File: config.mk
export PLATFORM = sky130hd
export DESIGN_NAME = frame_sync_ctrl
export DESIGN_NICKNAME = d
export VERILOG_FILES = /design/src/rtl/frame_sync_pkg.sv /design/src/rtl/frame_sync_ctrl_sync_window_match.sv /design/src/rtl/frame_sync_ctrl.sv
export SDC_FILE = /design/constraint.sdc
export NUM_CORES = 1
export LEC_CHECK = 0
export CORE_MARGIN = 8
export CORE_UTILIZATION = 30
export CTS_CLUSTER_DIAMETER = 40
export DETAILED_ROUTE_END_ITERATION = 16
export GPL_ROUTABILITY_DRIVEN = 0
export PLACE_DENSITY_LB_ADDON = 0.08
export REMOVE_ABC_BUFFERS = 1
export SKIP_LAST_GASP = 1
export SLEW_MARGIN = 20
export SYNTH_ARGS = -nofsm -noshare
export SYNTH_HDL_FRONTEND = slang
export SYNTH_SLANG_ARGS = --single-unit
File: constraint.sdc
create_clock -name clk -period 3 [get_ports clk]
set_clock_uncertainty 0.1 [all_clocks]
set_input_delay 0.3 -clock clk [delete_from_list [all_inputs] [get_ports clk]]
set_output_delay 0.3 -clock clk [all_outputs]
set_load 0.05 [all_outputs]
File: src/rtl/frame_sync_pkg.sv
// Shared definitions for the frame synchronisation controller.
//   - sync_state_e : controller states HUNT / VERIFY / LOCK
//   - DEF_SYNC_LEN / DEF_SYNC_CODE : default sync pattern (bit 0 received first)
//   - cnt_width()  : width of the in-frame bit counter
package frame_sync_pkg;

    typedef enum logic [1:0] {
        HUNT   = 2'd0,
        VERIFY = 2'd1,
        LOCK   = 2'd2
    } sync_state_e;

    localparam int          DEF_SYNC_LEN  = 4;
    localparam logic [15:0] DEF_SYNC_CODE = 16'h0009;

    // Counter must hold 0 .. payload_bits+sync_len-1.
    function automatic int cnt_width(input int payload_bits, input int sync_len);
        return $clog2(payload_bits + sync_len);
    endfunction

endpackage

File: src/rtl/frame_sync_ctrl_sync_window_match.sv
// Sliding sync window with fill counter and comparator.
// Ports:
//   clk, rst_n : clock, asynchronous active-low reset
//   bit_i      : serial data bit
//   vld_i      : qualifies bit_i; window and fill counter advance only when set
//   match_o    : combinational; high when the window *including* the current
//                bit equals SYNC_CODE and at least SYNC_LEN bits have arrived
module sync_window_match #(
    parameter int                  SYNC_LEN  = 4,
    parameter logic [SYNC_LEN-1:0] SYNC_CODE = '0
) (
    input  logic clk,
    input  logic rst_n,
    input  logic bit_i,
    input  logic vld_i,
    output logic match_o
);

    localparam int            FW       = $clog2(SYNC_LEN + 1);
    localparam logic [FW-1:0] FILL_MAX = FW'(SYNC_LEN);

    logic [SYNC_LEN-1:0] win_q, win_d;
    logic [FW-1:0]       fill_q, fill_d;

    // The match looks at the next window value so the controller can act on
    // the bit being sampled this cycle and still register its response.
    always_comb begin
        win_d   = {bit_i, win_q[SYNC_LEN-1:1]};
        fill_d  = (fill_q == FILL_MAX) ? fill_q : fill_q + 1'b1;
        match_o = vld_i && (fill_d == FILL_MAX) && (win_d == SYNC_CODE);
    end

    always_ff @(posedge clk or negedge rst_n) begin
        if (!rst_n) begin
            win_q  <= '0;
            fill_q <= '0;
        end else if (vld_i) begin
            win_q  <= win_d;
            fill_q <= fill_d;
        end
    end

endmodule

File: src/rtl/frame_sync_ctrl.sv
// Frame synchronisation controller: hunts for SYNC_CODE, verifies it recurs
// every frame, locks, then checks every sync slot and deserialises payload.
// Ports:
//   clk, rst_n   : clock, asynchronous active-low reset
//   bit_in       : serial data, sampled when bit_vld=1
//   bit_vld      : bit qualifier
//   locked       : high while in LOCK
//   frame_start  : pulse, good sync while locked or on entry to LOCK
//   sync_miss    : pulse, expected sync slot mismatched while locked
//   byte_out     : last deserialised byte (first received bit in [7])
//   byte_vld     : pulse, byte_out updated
module frame_sync_ctrl
    import frame_sync_pkg::*;
#(
    parameter int                  SYNC_LEN     = DEF_SYNC_LEN,
    parameter logic [SYNC_LEN-1:0] SYNC_CODE    = DEF_SYNC_CODE[SYNC_LEN-1:0],
    parameter int                  PAYLOAD_BITS = 16,
    parameter int                  LOCK_CNT     = 2,
    parameter int                  UNLOCK_CNT   = 3
) (
    input  logic       clk,
    input  logic       rst_n,
    input  logic       bit_in,
    input  logic       bit_vld,
    output logic       locked,
    output logic       frame_start,
    output logic       sync_miss,
    output logic [7:0] byte_out,
    output logic       byte_vld
);

    localparam int            CW          = cnt_width(PAYLOAD_BITS, SYNC_LEN);
    localparam logic [CW-1:0] LAST_BIT    = CW'(PAYLOAD_BITS + SYNC_LEN - 1);
    localparam logic [CW-1:0] PAYLOAD_END = CW'(PAYLOAD_BITS);
    localparam int            GW          = $clog2(LOCK_CNT + 1);
    localparam logic [GW-1:0] GOOD_TARGET = GW'(LOCK_CNT);
    localparam int            MW          = $clog2(UNLOCK_CNT + 1);
    localparam logic [MW-1:0] MISS_LIMIT  = MW'(UNLOCK_CNT);

    sync_state_e   state_q, state_d;
    logic [CW-1:0] bit_cnt_q, bit_cnt_d;
    logic [GW-1:0] good_cnt_q, good_cnt_d;
    logic [MW-1:0] miss_cnt_q, miss_cnt_d;
    logic [7:0]    shreg_q, shreg_d;
    logic [7:0]    byte_out_q, byte_out_d;
    logic          byte_vld_q, byte_vld_d;
    logic          frame_start_q, frame_start_d;
    logic          sync_miss_q, sync_miss_d;
    logic          locked_q, locked_d;
    logic          match;
    logic          slot_end;

    sync_window_match #(
        .SYNC_LEN  (SYNC_LEN),
        .SYNC_CODE (SYNC_CODE)
    ) u_win (
        .clk     (clk),
        .rst_n   (rst_n),
        .bit_i   (bit_in),
        .vld_i   (bit_vld),
        .match_o (match)
    );

    assign slot_end = (bit_cnt_q == LAST_BIT);

    always_comb begin
        state_d       = state_q;
        bit_cnt_d     = bit_cnt_q;
        good_cnt_d    = good_cnt_q;
        miss_cnt_d    = miss_cnt_q;
        shreg_d       = shreg_q;
        byte_out_d    = byte_out_q;
        byte_vld_d    = 1'b0;
        frame_start_d = 1'b0;
        sync_miss_d   = 1'b0;

        if (bit_vld) begin
            case (state_q)
                HUNT: begin
                    if (match) begin
                        bit_cnt_d  = '0;
                        good_cnt_d = GW'(1);
                        if (LOCK_CNT == 1) begin
                            state_d       = LOCK;
                            frame_start_d = 1'b1;
                            miss_cnt_d    = '0;
                        end else begin
                            state_d = VERIFY;
                        end
                    end
                end

                VERIFY: begin
                    if (slot_end) begin
                        bit_cnt_d = '0;
                        if (match) begin
                            if (good_cnt_q + GW'(1) == GOOD_TARGET) begin
                                state_d       = LOCK;
                                frame_start_d = 1'b1;
                                miss_cnt_d    = '0;
                            end
                            good_cnt_d = good_cnt_q + GW'(1);
                        end else begin
                            state_d    = HUNT;
                            good_cnt_d = '0;
                        end
                    end else begin
                        bit_cnt_d = bit_cnt_q + 1'b1;
                    end
                end

                LOCK: begin
                    // Payload is byte-aligned to the frame, so the low three
                    // counter bits give the position within the current byte.
                    if (bit_cnt_q < PAYLOAD_END) begin
                        shreg_d = {shreg_q[6:0], bit_in};
                        if (bit_cnt_q[2:0] == 3'b111) begin
                            byte_out_d = shreg_d;
                            byte_vld_d = 1'b1;
                        end
                    end
                    if (slot_end) begin
                        // Flywheel: the frame grid is kept even on a miss.
                        bit_cnt_d = '0;
                        if (match) begin
                            frame_start_d = 1'b1;
                            miss_cnt_d    = '0;
                        end else begin
                            sync_miss_d = 1'b1;
                            if (miss_cnt_q + MW'(1) == MISS_LIMIT) begin
                                state_d    = HUNT;
                                miss_cnt_d = '0;
                                good_cnt_d = '0;
                            end else begin
                                miss_cnt_d = miss_cnt_q + MW'(1);
                            end
                        end
                    end else begin
                        bit_cnt_d = bit_cnt_q + 1'b1;
                    end
                end

                default: state_d = HUNT;
            endcase
        end

        locked_d = (state_d == LOCK);
    end

    always_ff @(posedge clk or negedge rst_n) begin
        if (!rst_n) begin
            state_q       <= HUNT;
            bit_cnt_q     <= '0;
            good_cnt_q    <= '0;
            miss_cnt_q    <= '0;
            shreg_q       <= '0;
            byte_out_q    <= '0;
            byte_vld_q    <= 1'b0;
            frame_start_q <= 1'b0;
            sync_miss_q   <= 1'b0;
            locked_q      <= 1'b0;
        end else begin
            state_q       <= state_d;
            bit_cnt_q     <= bit_cnt_d;
            good_cnt_q    <= good_cnt_d;
            miss_cnt_q    <= miss_cnt_d;
            shreg_q       <= shreg_d;
            byte_out_q    <= byte_out_d;
            byte_vld_q    <= byte_vld_d;
            frame_start_q <= frame_start_d;
            sync_miss_q   <= sync_miss_d;
            locked_q      <= locked_d;
        end
    end

    assign locked      = locked_q;
    assign frame_start = frame_start_q;
    assign sync_miss   = sync_miss_q;
    assign byte_out    = byte_out_q;
    assign byte_vld    = byte_vld_q;

endmodule

# [Word level (Yosys, flattened, before mapping)]
# Cells that the tools add are included.
[word_totals] latch_bits=0 mem_bits_rw=0 word_cells=88 output_inout_bits=12 memories=0 in_bits=4 regBits=37 romBits=0
[op_classes] n_mux=42 n_div=0 shift=0 bitwise_logic=0 n_addsub=4 n_lt_le_gt_ge=1 n_eq_ne=17 n_mul=0 n_reduce_logical=12
[op_table] cell="$mux W2" n=20
[op_table] cell="$mux W1" n=14
[op_table] cell="$ne A2 B2 Y1 const B" n=7
[op_table] cell="$pmux W2 S3" n=2
[op_table] cell="$mux W5" n=2
[op_table] cell="$pmux W5 S2" n=1
[op_table] cell="$eq A3 B3 Y1 const B" n=3
[op_table] cell="$eq A2 B2 Y1 const B" n=4
[op_table] cell="$reduce_and A7 Y1" n=1
[op_table] cell="$reduce_and A3 Y1" n=2
[op_table] cell="$reduce_and A6 Y1" n=1
[op_table] cell="$add A5 B1 Y5 const B" n=1
[op_table] cell="$eq A5 B5 Y1 const B" n=1
[op_table] cell="$lt A5 B5 Y1 const B" n=1
[op_table] cell="$add A2 B1 Y2 const B" n=2
[op_table] cell="$eq A4 B4 Y1 const B" n=1
[op_table] cell="$pmux W2 S2" n=1
[op_table] cell="$reduce_and A4 Y1" n=1
[op_table] cell="$reduce_bool A2 Y1" n=2
[op_table] cell="$add A3 B1 Y3 const B" n=1
[op_table] cell="$mux W3" n=1
[op_table] cell="$reduce_bool A3 Y1" n=1
[op_table] cell="$eq A2 B1 Y1 const B" n=1
[op_table] cell="$logic_and A1 B1 Y1" n=2
[op_table] cell="3 further kinds" n=3

# [Depth between registers and ports, before layout]
[depth] ltp_word=10 ltp_mapped=7 mapped_depth_nobuf=7

# [Hierarchy]
# Synthesis repeated with hierarchy kept, for this count alone.
[hier_totals] hier_cells=147 hier_area_um2=1821.7
[by_module_without_submodules] mod="frame_sync_ctrl" n_inst=1 area_per_inst_um2=1503.9 cells_per_inst=119 seq_area_each_um2=750.7
[by_module_without_submodules] mod="sync_window_match" n_inst=1 area_per_inst_um2=317.8 cells_per_inst=28 seq_area_each_um2=150.1

# [Worst setup path after synthesis]
# Ideal clock, no wire load.
[synth_timing] path_kind="register -> register" startpoint="register u_win.fill_q[0]" endpoint="register good_cnt_q[0]" t_arrival_ns=1.940 path_stages_with_launch=7 t_required_ns=2.775 setup_slack_ns=0.835 period_less_slack_ns=2.165 cell_sequence="dfrtp_1 ha_1 and3b_2 or4_4 o21ai_4 nand3b_1 mux2_4"
[synth_via] elab_chain_cells=8 word_cells_on_any_way=12 classes_between="1 x add/sub; 4 x eq/ne; 4 x mux; 3 x reduce/logical"
[synth_rtl] item="from (decl)" line="frame_sync_ctrl_sync_window_match.sv:23" text="logic [FW-1:0] fill_q, fill_d;"
[synth_rtl] item="from (signal assigned)" line="frame_sync_ctrl_sync_window_match.sv:39" text="fill_q <= fill_d;"
[synth_rtl] item="$add A3 B1 Y3 / $eq A3 B3 Y1 (equally long branches)" line="frame_sync_ctrl_sync_window_match.sv:29" text="fill_d = (fill_q == FILL_MAX) ? fill_q : fill_q + 1'b1;"
[synth_rtl] item="$mux W3 (*)" line="frame_sync_ctrl_sync_window_match.sv:29"
[synth_rtl] item="$eq A3 B3 Y1 (*)" line="frame_sync_ctrl_sync_window_match.sv:30" text="match_o = vld_i && (fill_d == FILL_MAX) && (win_d == SYNC_CODE);"
[synth_rtl] item="$logic_and A1 B1 Y1 (*) (2 in a row)" line="frame_sync_ctrl_sync_window_match.sv:30"
[synth_rtl] item="$mux W2" line="frame_sync_ctrl.sv:96" text="if (match) begin"
[synth_rtl] item="$mux W2" line="frame_sync_ctrl.sv:94" text="if (slot_end) begin"
[synth_rtl] item="$pmux W2 S3" line="frame_sync_ctrl.sv:78" text="case (state_q)"
[synth_rtl] item="to (signal assigned)" line="frame_sync_ctrl.sv:165" text="good_cnt_q <= good_cnt_d;"
[synth_rtl] item="to (decl)" line="frame_sync_ctrl.sv:42" text="logic [GW-1:0] good_cnt_q, good_cnt_d;"
# Mark *: on every way between the ends. The rest lies on a longest branch, timed or not. The select of a mux whose other input is x is not followed.
# A chain may end at the register's enable or synchronous reset.

# [Worst setup path in the final report]
[layout_timing] startpoint="register u_win.fill_q[0]" endpoint="register bit_cnt_q[3]"
[layout_via] elab_chain_cells=7 word_cells_on_any_way=8 classes_between="1 x add/sub; 3 x eq/ne; 1 x mux; 3 x reduce/logical"
[layout_rtl] item="$add A3 B1 Y3 / $eq A3 B3 Y1 (equally long branches)" line="frame_sync_ctrl_sync_window_match.sv:29"
[layout_rtl] item="$mux W3 (*)" line="frame_sync_ctrl_sync_window_match.sv:29"
[layout_rtl] item="$eq A3 B3 Y1 (*)" line="frame_sync_ctrl_sync_window_match.sv:30"
[layout_rtl] item="$logic_and A1 B1 Y1 (*) (2 in a row)" line="frame_sync_ctrl_sync_window_match.sv:30"
[layout_rtl] item="$ne A2 B2 Y1 (no source line) (*)"
[layout_rtl] item="$reduce_and A3 Y1 (no source line) (*)"
[layout_rtl] item="to (signal assigned)" line="frame_sync_ctrl.sv:164" text="bit_cnt_q <= bit_cnt_d;"
[layout_rtl] item="to (decl)" line="frame_sync_ctrl.sv:41" text="logic [CW-1:0] bit_cnt_q, bit_cnt_d;"
# Mark *: on every way between the ends. The rest lies on a longest branch, timed or not.

==> reports/qor.csv <==
metric,value,unit
status,completed,
place_area,0.002072,sq mm
areaGrowthSynthToFinish,18.57,%
io_buffers,15,
drc,0,
path_delay_family,compound AO/OA/AOI/OAI gates,
via_per_inst,5.026,
power.share.switching,41.64,%
antenna_found_initial,0,
drtIter0Drc,69,
synth-seq-cells,36,
post-route-period-util,77.22,%
postCtsHoldBufs,0,
crit_type,reg2reg,
cts_tree,done,
cp_slowest_cell,or4_4,
die_w,94.01,um
grtUsageTotal,9.375,%
slowest_delay,0.47,ns
clkPwrFrac,17.0,%
power.internal,1.242,mW
final_common_cell,dfrtp_1,
synth_cell_type_count,44,
grt_pass1_vias,1388,
holdWs,0.3149,ns
drive_gt1_share,18.42,%
hold_viol_final,0,
htreeDepth,2,
setup_violations,0,
cts_buffers,5,
clock_latency,0.30,ns
critPathRequiredTime,3.08,ns
arrival,2.40,ns
gr-total-overflow,0,
clk_pin_slew,0.08,ns
crit_chain,inv_1 -> ha_1 -> and3b_2 -> or4_4 -> o21ai_4 -> o211ai_4 -> a221o_1,
powerDensity,983.3,mW/mm^2
layout.nets,202,
cp_num_buf_inv,1,
grt_use_met1,10.94,%
ant_nets,0,
hold_path_class,in2async,
rows,28,
syn_area,0.001826,sq mm
dp_hpwl,2.687,mm
layout_common_cells,"dfrtp_1 (36), nand2_1 (27), clkdlybuf4s50_1 (15)",
drv_slew,0,
gr-max-usage-layer,met2,
ys_seq_area_share,49.35,%
vias,1332,
grt_pass1_wl,6.513,mm
cp-end-kind,flop,
reg2reg_depth,7,
start_util,31.02,%
rr_startpoint,u_win.fill_q[0],
p_seq_share,37.8,%
p_switching,0.8863,mW
design_area,0.002165,sq mm
cts_resized,0,
ir_drop,0.0003727,V
die_h,94.01,um
rsz0062_at_grt,no,
synth-edff-count,0,
die_area,0.008837,sq mm
ys.flop_type,dfrtp_1,
clock_path_buffers,2,
critPathMaxFanout,5,
rrSetupSlack,0.68,ns
grt_max_degree,37,
tns,0,ns
fmax,431.7,MHz
ioPinCount,16,
max_slew_margin,66.71,%
rr_endpoint,bit_cnt_q[3],
final_core_util,36.78,%
nFillCells,603,
cts_setup_buffers,0,
root_buffer,clkbuf_8,
yosys_warnings,0,
cts.sinks,36,
coreArea,0.005886,sq mm
n_antenna_cell,0,
p_leak,0.9760,nW
avgSynthCellArea,10.80,sq um
tightest_slew,0.4978,ns
ys_async_sr_fraction,100.0,%
dr.pass1.iters,4,
syn-instance-count,169,
cap_violations,0,
routed_wl,3.641,mm
fin_crit,2.317,ns
wl_per_cell,13.74,um
use_met2,15.17,%
grtUsageMet3,3.517,%
cp-start-kind,flop,
combPwrFrac,45.2,%
-- Yosys cell counts (all sizes together) (3+ instances only) --
master / n / area, sq um
dfrtp: 36 / 900.9
nor2: 11 / 41.29
nand3: 4 / 20.02
buf: 3 / 12.51
a21oi: 4 / 20.02
a32o: 4 / 40.04
nand4: 3 / 18.77
inv: 8 / 30.03
a22o: 3 / 27.53
ha: 9 / 112.6
o21ai: 5 / 36.29
nand2: 27 / 101.4
mux2: 14 / 161.4
-- per-layer routing --
metal,share of wire (%),vias up
met5,0,-
met4,1.6,0
met3,5.3,6
met2,49,20
met1,44,663
li1,-,643
-- power groups by stage --
stage                     clock, mW  combinational (mW)  sequential (mW)
final                         0.361               0.962            0.805
after floorplan                   0               0.530            0.970
after detailed placement          0               0.974            0.814
after global routing          0.390                1.05            0.836
after CTS                     0.376               0.975            0.807
after global placement            0               0.961            0.807
-- cells by family (layout without fill, tap and decap cells) --
group	after synthesis	in the layout	share of synthesized area (%)
XOR/XNOR	1	1	0.4799
flip-flops	36	36	49.35
AND/OR/NAND/NOR	64	64	17.68
buffers and inverters	14	35	2.947
adder cells (fa/ha/maj)	9	9	6.169
AO/OA/AOI/OAI	29	29	13.43
multiplexers	16	16	9.938
-- through the flow --
stage	std cells	worst slack, ns	total power [mW]
5_1_grt	265	0.5660	2.280
2_1_floorplan	164	0.8350	1.500
3_5_place_dp	257	0.4632	1.788
4_1_cts	265	0.6669	2.158
3_3_place_gp	257	0.5475	1.767
6_report	265	0.6834	2.128
-- final cells by class --
cell class                      instances  area, sq um  share of cell area (%)
Clock inverter                          3        23.77                   1.098
Sequential cell                        36        900.9                   41.62
Clock buffer                            5        68.82                   3.179
Timing Repair Buffer                   18        172.7                   7.977
Multi-Input combinational cell        119        870.8                   40.23
Inverter                                9        33.78                   1.561
Tap cell                               75        93.84                   4.335
-- worst register-to-register path: cells and delay by family (launching register included) --
kind	cells	cell delay, ns
AND/OR/NAND/NOR	2	0.70
AO/OA/AOI/OAI	3	0.72
adder cells (fa/ha/maj)	1	0.18
buffers and inverters	1	0.08
flip-flops	1	0.43
-- worst max-delay path by stage --
stage	startpoint	to	slack (ns)	cells after the start
finish	u_win.fill_q[0]	bit_cnt_q[3]	0.68	7
CTS	u_win.fill_q[0]	bit_cnt_q[3]	0.67	7
floorplan	u_win.fill_q[0]	good_cnt_q[0]	0.84	6
global route	u_win.fill_q[0]	good_cnt_q[1]	0.57	7
detailed placement	bit_in	bit_cnt_q[3]	0.46	6
global placement	bit_in	bit_cnt_q[3]	0.55	6
-- registers in the layout, summed over array words and instances, names as in the netlist, 2 cells and up --
| register | count |
|---|---|
| byte_out | 8 |
| shreg_q | 7 |
| bit_cnt_q | 5 |
| u_win.fill_q | 3 |
| u_win.win_q | 3 |
| good_cnt_q | 2 |
| miss_cnt_q | 2 |
| state_q | 2 |
Power figures use the tool's default switching activity.
